===== src/rtl/mul_err_accum_if.sv =====
`default_nettype none
// +--------------------------------------------------------------------------+
// | Module      : mul_err_accum_if                                           |
// | Description : Sample-pair handshake bus into mul_err_accum.              |
// |               in_valid - approx/exact pair present (master -> slave)     |
// |               in_ready - slave takes the pair this cycle (slave->master) |
// |               approx   - approximate product, 2*WIDTH+1 bits unsigned    |
// |               exact    - exact product,       2*WIDTH+1 bits unsigned    |
// | Revision    : 1.0  initial release                                       |
// +--------------------------------------------------------------------------+
interface mul_err_accum_if #(
   parameter int WIDTH = 8
);
   localparam int PW = 2*WIDTH + 1;

   logic          in_valid;
   logic          in_ready;
   logic [PW-1:0] approx;
   logic [PW-1:0] exact;

   modport master (output in_valid, output approx, output exact, input  in_ready);
   modport slave  (input  in_valid, input  approx, input  exact, output in_ready);
endinterface
`default_nettype wire


===== src/rtl/mul_err_accum.sv =====
`default_nettype none
// +--------------------------------------------------------------------------+
// | Module      : mul_err_accum                                              |
// | Description : Error-metric accumulator for an approximate multiplier.    |
// |               A run is started by 'start' in IDLE; num_samples pairs are |
// |               taken over the bus, each through a 2-stage pipe            |
// |               (|approx-exact| register, then accumulate).                |
// | Ports       : clk, rst_n (async, active-low)                             |
// |               start, num_samples     - run control, taken in IDLE only   |
// |               bus (slave)            - in_valid/in_ready/approx/exact    |
// |               busy, done             - RUN/DRAIN flag, 1-cycle end pulse |
// |               sum_ed, max_ed,        - error-distance sum (saturating),  |
// |               err_count, sat           max, mismatch count, sat flag     |
// |               sum_sq                 - sum of ed^2 (MUL_ERR_SQ_EN only)  |
// | Options     : `define MUL_ERR_SQ_EN adds the squared-error accumulator.  |
// | Revision    : 1.0  initial release                                       |
// +--------------------------------------------------------------------------+
module mul_err_accum #(
   parameter int WIDTH = 8,
   parameter int CNT_W = 16,
   parameter int ACC_W = 32
) (
   input  logic                 clk,
   input  logic                 rst_n,
   input  logic                 start,
   input  logic [CNT_W-1:0]     num_samples,
   mul_err_accum_if.slave       bus,
   output logic                 busy,
   output logic                 done,
   output logic [ACC_W-1:0]     sum_ed,
   output logic [2*WIDTH:0]     max_ed,
   output logic [CNT_W-1:0]     err_count,
`ifdef MUL_ERR_SQ_EN
   output logic [2*ACC_W-1:0]   sum_sq,
`endif
   output logic                 sat
);
   localparam int PW    = 2*WIDTH + 1;
   // one spare bit above the wider operand exposes the carry-out
   localparam int SUM_W = ((ACC_W > PW) ? ACC_W : PW) + 1;

   localparam logic [1:0] S_IDLE  = 2'd0;
   localparam logic [1:0] S_RUN   = 2'd1;
   localparam logic [1:0] S_DRAIN = 2'd2;
   localparam logic [1:0] S_DONE  = 2'd3;

   logic [1:0]       state_q, state_d;
   logic [CNT_W-1:0] rem_q, rem_d;
   logic             drain_q, drain_d;
   logic             s1_vld_q, s1_vld_d;
   logic [PW-1:0]    s1_ed_q, s1_ed_d;
   logic             s1_mis_q, s1_mis_d;
   logic [ACC_W-1:0] sum_q, sum_d;
   logic [PW-1:0]    max_q, max_d;
   logic [CNT_W-1:0] cnt_q, cnt_d;
   logic             sat_q, sat_d;

   logic             start_acc;
   logic             accept;
   logic             in_ready;
   logic [PW-1:0]    ed_in;
   logic [SUM_W-1:0] sum_ext;
   logic             sum_ovf;
   logic             sq_ovf;

`ifdef MUL_ERR_SQ_EN
   localparam int SQ_W = ((2*ACC_W > 2*PW) ? 2*ACC_W : 2*PW) + 1;
   logic [2*ACC_W-1:0] sq_q, sq_d;
   logic [2*PW-1:0]    ed_sq;
   logic [SQ_W-1:0]    sq_ext;
`endif

   // ---------------- state register ----------------
   always_ff @(posedge clk or negedge rst_n) begin
      if (!rst_n) state_q <= S_IDLE;
      else        state_q <= state_d;
   end

   // ---------------- next-state logic ----------------
   always_comb begin
      state_d = state_q;
      case (state_q)
         S_IDLE:  if (start) state_d = (num_samples == '0) ? S_DONE : S_RUN;
         S_RUN:   if (accept && (rem_q == CNT_W'(1))) state_d = S_DRAIN;
         // two DRAIN cycles let the last pair clear both pipeline stages
         S_DRAIN: if (drain_q) state_d = S_DONE;
         S_DONE:  state_d = S_IDLE;
         default: state_d = S_IDLE;
      endcase
   end

   // ---------------- state outputs ----------------
   always_comb begin
      in_ready  = (state_q == S_RUN);
      busy      = (state_q == S_RUN) || (state_q == S_DRAIN);
      done      = (state_q == S_DONE);
      start_acc = (state_q == S_IDLE) && start;
      accept    = bus.in_valid && in_ready;
   end

   assign bus.in_ready = in_ready;

   // ---------------- datapath next values ----------------
   always_comb begin
      rem_d    = rem_q;
      if (start_acc)   rem_d = num_samples;
      else if (accept) rem_d = rem_q - CNT_W'(1);
      drain_d  = (state_q == S_DRAIN) ? ~drain_q : 1'b0;

      // stage 1: absolute error distance of the accepted pair
      ed_in    = (bus.approx >= bus.exact) ? (bus.approx - bus.exact)
                                           : (bus.exact - bus.approx);
      s1_vld_d = accept;
      s1_ed_d  = accept ? ed_in : s1_ed_q;
      s1_mis_d = accept ? (bus.approx != bus.exact) : s1_mis_q;

      // stage 2: saturating accumulate
      sum_ext  = SUM_W'(sum_q) + SUM_W'(s1_ed_q);
      sum_ovf  = |sum_ext[SUM_W-1:ACC_W];
`ifdef MUL_ERR_SQ_EN
      ed_sq    = (2*PW)'(s1_ed_q) * (2*PW)'(s1_ed_q);
      sq_ext   = SQ_W'(sq_q) + SQ_W'(ed_sq);
      sq_ovf   = |sq_ext[SQ_W-1:2*ACC_W];
      sq_d     = sq_q;
`else
      sq_ovf   = 1'b0;
`endif
      sum_d    = sum_q;
      max_d    = max_q;
      cnt_d    = cnt_q;
      sat_d    = sat_q;
      if (start_acc) begin
         sum_d = '0;
         max_d = '0;
         cnt_d = '0;
         sat_d = 1'b0;
`ifdef MUL_ERR_SQ_EN
         sq_d  = '0;
`endif
      end else if (s1_vld_q) begin
         sum_d = sum_ovf ? '1 : sum_ext[ACC_W-1:0];
         max_d = (s1_ed_q > max_q) ? s1_ed_q : max_q;
         cnt_d = cnt_q + CNT_W'(s1_mis_q);
         sat_d = sat_q | sum_ovf | sq_ovf;
`ifdef MUL_ERR_SQ_EN
         sq_d  = sq_ovf ? '1 : sq_ext[2*ACC_W-1:0];
`endif
      end
   end

   // ---------------- datapath registers ----------------
   always_ff @(posedge clk or negedge rst_n) begin
      if (!rst_n) begin
         rem_q    <= '0;
         drain_q  <= 1'b0;
         s1_vld_q <= 1'b0;
         s1_ed_q  <= '0;
         s1_mis_q <= 1'b0;
         sum_q    <= '0;
         max_q    <= '0;
         cnt_q    <= '0;
         sat_q    <= 1'b0;
`ifdef MUL_ERR_SQ_EN
         sq_q     <= '0;
`endif
      end else begin
         rem_q    <= rem_d;
         drain_q  <= drain_d;
         s1_vld_q <= s1_vld_d;
         s1_ed_q  <= s1_ed_d;
         s1_mis_q <= s1_mis_d;
         sum_q    <= sum_d;
         max_q    <= max_d;
         cnt_q    <= cnt_d;
         sat_q    <= sat_d;
`ifdef MUL_ERR_SQ_EN
         sq_q     <= sq_d;
`endif
      end
   end

   assign sum_ed    = sum_q;
   assign max_ed    = max_q;
   assign err_count = cnt_q;
   assign sat       = sat_q;
`ifdef MUL_ERR_SQ_EN
   assign sum_sq    = sq_q;
`endif

endmodule
`default_nettype wire

===== src/flat_wrapper.sv =====
// flat-port wrapper written by rule: the top's interface ports become plain ports
module mul_err_accum_flat 
#(
   parameter int WIDTH = 8,
   parameter int CNT_W = 16,
   parameter int ACC_W = 32
)
  (clk, rst_n, start, num_samples, busy, done, sum_ed, max_ed, err_count, sat, bus_in_valid, bus_approx, bus_exact, bus_in_ready);
  mul_err_accum_if #(.WIDTH(WIDTH)) bus_i ();
  input  logic clk;
  input  logic rst_n;
  input  logic start;
  input  logic [CNT_W-1:0] num_samples;
  output logic busy;
  output logic done;
  output logic [ACC_W-1:0] sum_ed;
  output logic [2*WIDTH:0] max_ed;
  output logic [CNT_W-1:0] err_count;
  output logic sat;
  input wire logic [$bits(bus_i.in_valid)-1:0] bus_in_valid;
  input wire logic [$bits(bus_i.approx)-1:0] bus_approx;
  input wire logic [$bits(bus_i.exact)-1:0] bus_exact;
  output wire logic [$bits(bus_i.in_ready)-1:0] bus_in_ready;
  assign bus_i.in_valid = bus_in_valid;
  assign bus_i.approx = bus_approx;
  assign bus_i.exact = bus_exact;
  assign bus_in_ready = bus_i.in_ready;
  mul_err_accum #(.WIDTH(WIDTH), .CNT_W(CNT_W), .ACC_W(ACC_W)) u_core (.clk(clk), .rst_n(rst_n), .start(start), .num_samples(num_samples), .bus(bus_i), .busy(busy), .done(done), .sum_ed(sum_ed), .max_ed(max_ed), .err_count(err_count), .sat(sat));
endmodule

===== config.mk =====
export PLATFORM = sky130hd
export DESIGN_NAME = mul_err_accum_flat
export DESIGN_NICKNAME = d
export VERILOG_FILES = /design/src/rtl/mul_err_accum_if.sv /design/src/rtl/mul_err_accum.sv /design/src/flat_wrapper.sv
export SDC_FILE = /design/constraint.sdc
export NUM_CORES = 1
export LEC_CHECK = 0
export BUFFER_PORTS_ARGS = -buffer_cell sky130_fd_sc_hd__buf_2
export CORE_UTILIZATION = 58
export DETAILED_ROUTE_END_ITERATION = 10
export GPL_ROUTABILITY_DRIVEN = 0
export HOLD_SLACK_MARGIN = 0.15
export PLACE_DENSITY = 0.82
export SLEW_MARGIN = 20
export SYNTH_ARGS = -nofsm -noshare
export SYNTH_HDL_FRONTEND = slang
export SYNTH_SLANG_ARGS = --single-unit

===== constraint.sdc =====
create_clock -name clk -period 3.9 [get_ports clk]
set_input_delay 0.585 -clock clk [delete_from_list [all_inputs] [get_ports clk]]
set_output_delay 0.585 -clock clk [all_outputs]
set_load 0.05 [all_outputs]

==> impl_results.md <==
- Leakage power: approximately 4.5 nW
- Fin crit period: about 3.3 ns
- First-pass iteration count of the detailed router: 7
- Worst-path fanout max: 16
- Critical Path AT: ~3.5 ns
- Run status: finished clean
- Synth Register Bits: about 100
- CTS Root Cell: clkbuf_16
- Port Buffers: around 120
- Fin util: 0.684
- Final hold violation count: 0
- FILL cells: between 1k and 1.5k
- Kind of critical path: reg2reg
- Clk network pwr share: 0.159
- Global-route wire length before repair: between 20 and 30 mm
- Initial Utilization: 0.601
- Num CTS Buffers: 9
- Synthesis-to-layout area growth: 13.9%
- Die height: around 120 µm
- Register area: approximately 0.0026 mm²
- DP HPWL: ~14 mm
- Vias in the first global route: between 6k and 7k
- Residual DRC: 0
- Post-route setup TNS: 0 ns
- Synth Cell Area: 0.00764 mm²
- H-tree Lvls: 3
- Pwr/cell area: between 600 and 700 mW/mm²
- VDD IR max: ~0.0003 V
- Worst hold-check path type: in2async
- Internal power: 3.09 mW
- Most frequent cells in the layout: buf_2 (121), dfrtp_1 (104), nand2_1 (86)
- Switch Pwr: 2.74 mW
- Synth Area per Inst: just under 9 µm²
- Distinct cells, synth: 68
- Synth async-reset ratio: 1.00
- Sequential area share after synthesis: 0.341
- DR vias/cell: between 5 and 6
- Hold_buf cts: 0
- CP Launch Point: u_core.sum_ed[0]
- Multi-input combinational cell area: between 0.004 and 0.005 mm²
- Antenna violations before repair: 0
- Crit end category: flop
- Pin count of the biggest net entering global routing: 85
- Flop pwr share: 0.304
- Slew HR: 0.394
- Worst Skew: 0.00714 ns
- Setup Fix Bufs, Post-CTS: 0
- Clk buf depth: 2
- Max-slew violations: 0
- Clk_lat worst skew: roughly 0.35 ns
- Final Setup Violations: 0
- Gr usage total: 0.278
- Reg clk slew, reported paths: about 0.07 ns
- Post_cts resized: 0
- Routed wire length: 18.1 mm
- Synth Net Count: roughly 1.0k
- Via count: between 6k and 7k
- Clock sinks: roughly 100
- Yosys warns: 0
- # rows: between 40 and 50
- Die footprint: around 0.014 mm²
- Max Cap Viol: 0
- Antenna cells: 0
- Worst Tran Pin Value: 0.908 ns
- Core Box Area: ~0.013 mm²
- Post-synth EDFFs: 0
- Reg2reg start: u_core.sum_ed[0]
- DRT iter0 DRCs: 590
- Top Ports: ~120
- Drt wl/cell: 15.7 µm
- GRT Residual Overflow: 0
- Fraction of layout cells with a size suffix above 1: 0.172
- CP Launch Type: flop
- Mapped Cells: 867
- RSZ-0062 raised after global routing: no
- Combinational fraction of design power: 0.537
- Crit share post-route: 0.846
- Highest Clock Rate: about 300 MHz
- Die W: 117 µm
- Top_reg_cell synth: dfrtp_1
- Sw frac: 0.470
- Most common cell after layout, fill and taps aside: buf_2
- Worst Path Required: 4.11 ns
- Antenna-violating nets left: 0
- Final nets: about 1.1k
- CTS tree: built
routing by layer:
layer,up-vias,global-route usage,wire (µm)
li1,3261,-,-
met1,3159,0.352,7880
met2,230,0.478,8700
met3,45,0.0304,903
met4,0,0.132,617
met5,-,0,0
power groups by stage:
| stage | logic, mW | registers [mW] | clock network [mW] |
|---|---|---|---|
| floorplan | 2.01 | 2.11 | 0 |
| global placement | 3.02 | 1.76 | 0 |
| detailed placement | 3.10 | 1.78 | 0 |
| CTS | 3.12 | 1.76 | 0.937 |
| global route | 3.46 | 1.81 | 0.977 |
| finish | 3.13 | 1.77 | 0.926 |
final cells by class:
| type | count | area share |
|---|---|---|
| Tap cell | 172 | 0.0247 |
| Timing Repair Buffer | 132 | 0.0805 |
| Sequential cell | 104 | 0.299 |
| Multi-Input combinational cell | 661 | 0.531 |
| Clock inverter | 6 | 0.00762 |
| Inverter | 69 | 0.0298 |
| Clock buffer | 10 | 0.0275 |
cell families after synthesis:
group                    share of synthesized area
AND/OR/NAND/NOR                              0.163
AO/OA/AOI/OAI                                0.181
flip-flops                                   0.341
buffers and inverters                       0.0557
adder cells (fa/ha/maj)                      0.132
XOR/XNOR                                    0.0757
multiplexers                                0.0511
Yosys cell counts (3+ instances only):
cell type,count,area (µm²)
clkbuf_1,17,63.8
fa_1,3,60.1
o31ai_1,3,22.5
buf_6,3,33.8
or2_2,3,18.8
dfrtp_1,104,2600
nor3b_1,3,22.5
o211ai_1,3,22.5
o21ai_1,3,15.0
nand3_1,22,110
a21boi_0,4,30.0
buf_2,10,50.1
nand2b_1,5,31.3
or3_1,3,18.8
nand3b_1,3,22.5
nor2_1,69,259
o21a_1,5,37.5
a31o_2,3,26.3
nor2b_1,8,50.1
and3_1,13,81.3
xnor2_1,40,350
and4_1,3,26.3
a31oi_1,15,93.8
inv_1,67,251
a21oi_1,40,200
o21bai_1,4,30.0
nand4_1,11,68.8
o21ai_0,78,390
a21o_1,30,225
ha_1,76,951
a211oi_1,5,37.5
nor3_1,12,60.1
nand2_1,86,323
xor2_1,26,228
nor4_1,7,43.8
mux2i_1,39,390
sequential cells by signal (all words and copies together), names as in the netlist:
name and cells:
u_core.sum_ed 32, u_core.s1_mis_q 1, u_core.max_ed 17, u_core.sat 1, u_core.s1_vld_q 1, u_core.err_count 16, u_core.rem_q 16, u_core.state_q 2
u_core.drain_q 1, u_core.s1_ed_q 17
worst max-delay path, stage by stage, from the launching register on:
cell,delay (ns)
dfrtp_1,0.40
ha_1,0.23
fa_1,0.40
a21o_1,0.19
a21o_1,0.23
a2111oi_4,0.44
nor4b_2,0.11
nor4_2,0.33
nor3b_2,0.17
nand4_2,0.29
buf_4,0.25
o21ai_0,0.11
path summary, 6_finish.rpt:
kind	endpoint	slack, ns	cells past startpoint
worst max-delay path	u_core.sum_ed[8]	0.60	11
worst min-delay path	u_core.sum_ed[14]	0.34	1
worst max register to register	u_core.sum_ed[8]	0.60	11
worst min register to register	u_core.drain_q	0.42	1
max in group asynchronous	u_core.sum_ed[0]	2.73	2
min in group clk	u_core.drain_q	0.42	1
metrics by stage:
| step | total power [mW] | area, µm² | cells | hold WS [ns] | setup WS (ns) |
|---|---|---|---|---|---|
| floorplan | 4.12 | 7640 | 867 | 0.289 | 0.781 |
| global placement | 4.78 | 8400 | 1138 | 0.397 | 0.533 |
| detailed placement | 4.88 | 8400 | 1138 | 0.405 | 0.478 |
| CTS | 5.82 | 8700 | 1154 | 0.389 | 0.589 |
| global route | 6.25 | 8700 | 1154 | 0.419 | 0.377 |
| finish | 5.83 | 8700 | 1154 | 0.338 | 0.602 |
Note: power is estimated with default switching activity, not from simulation.
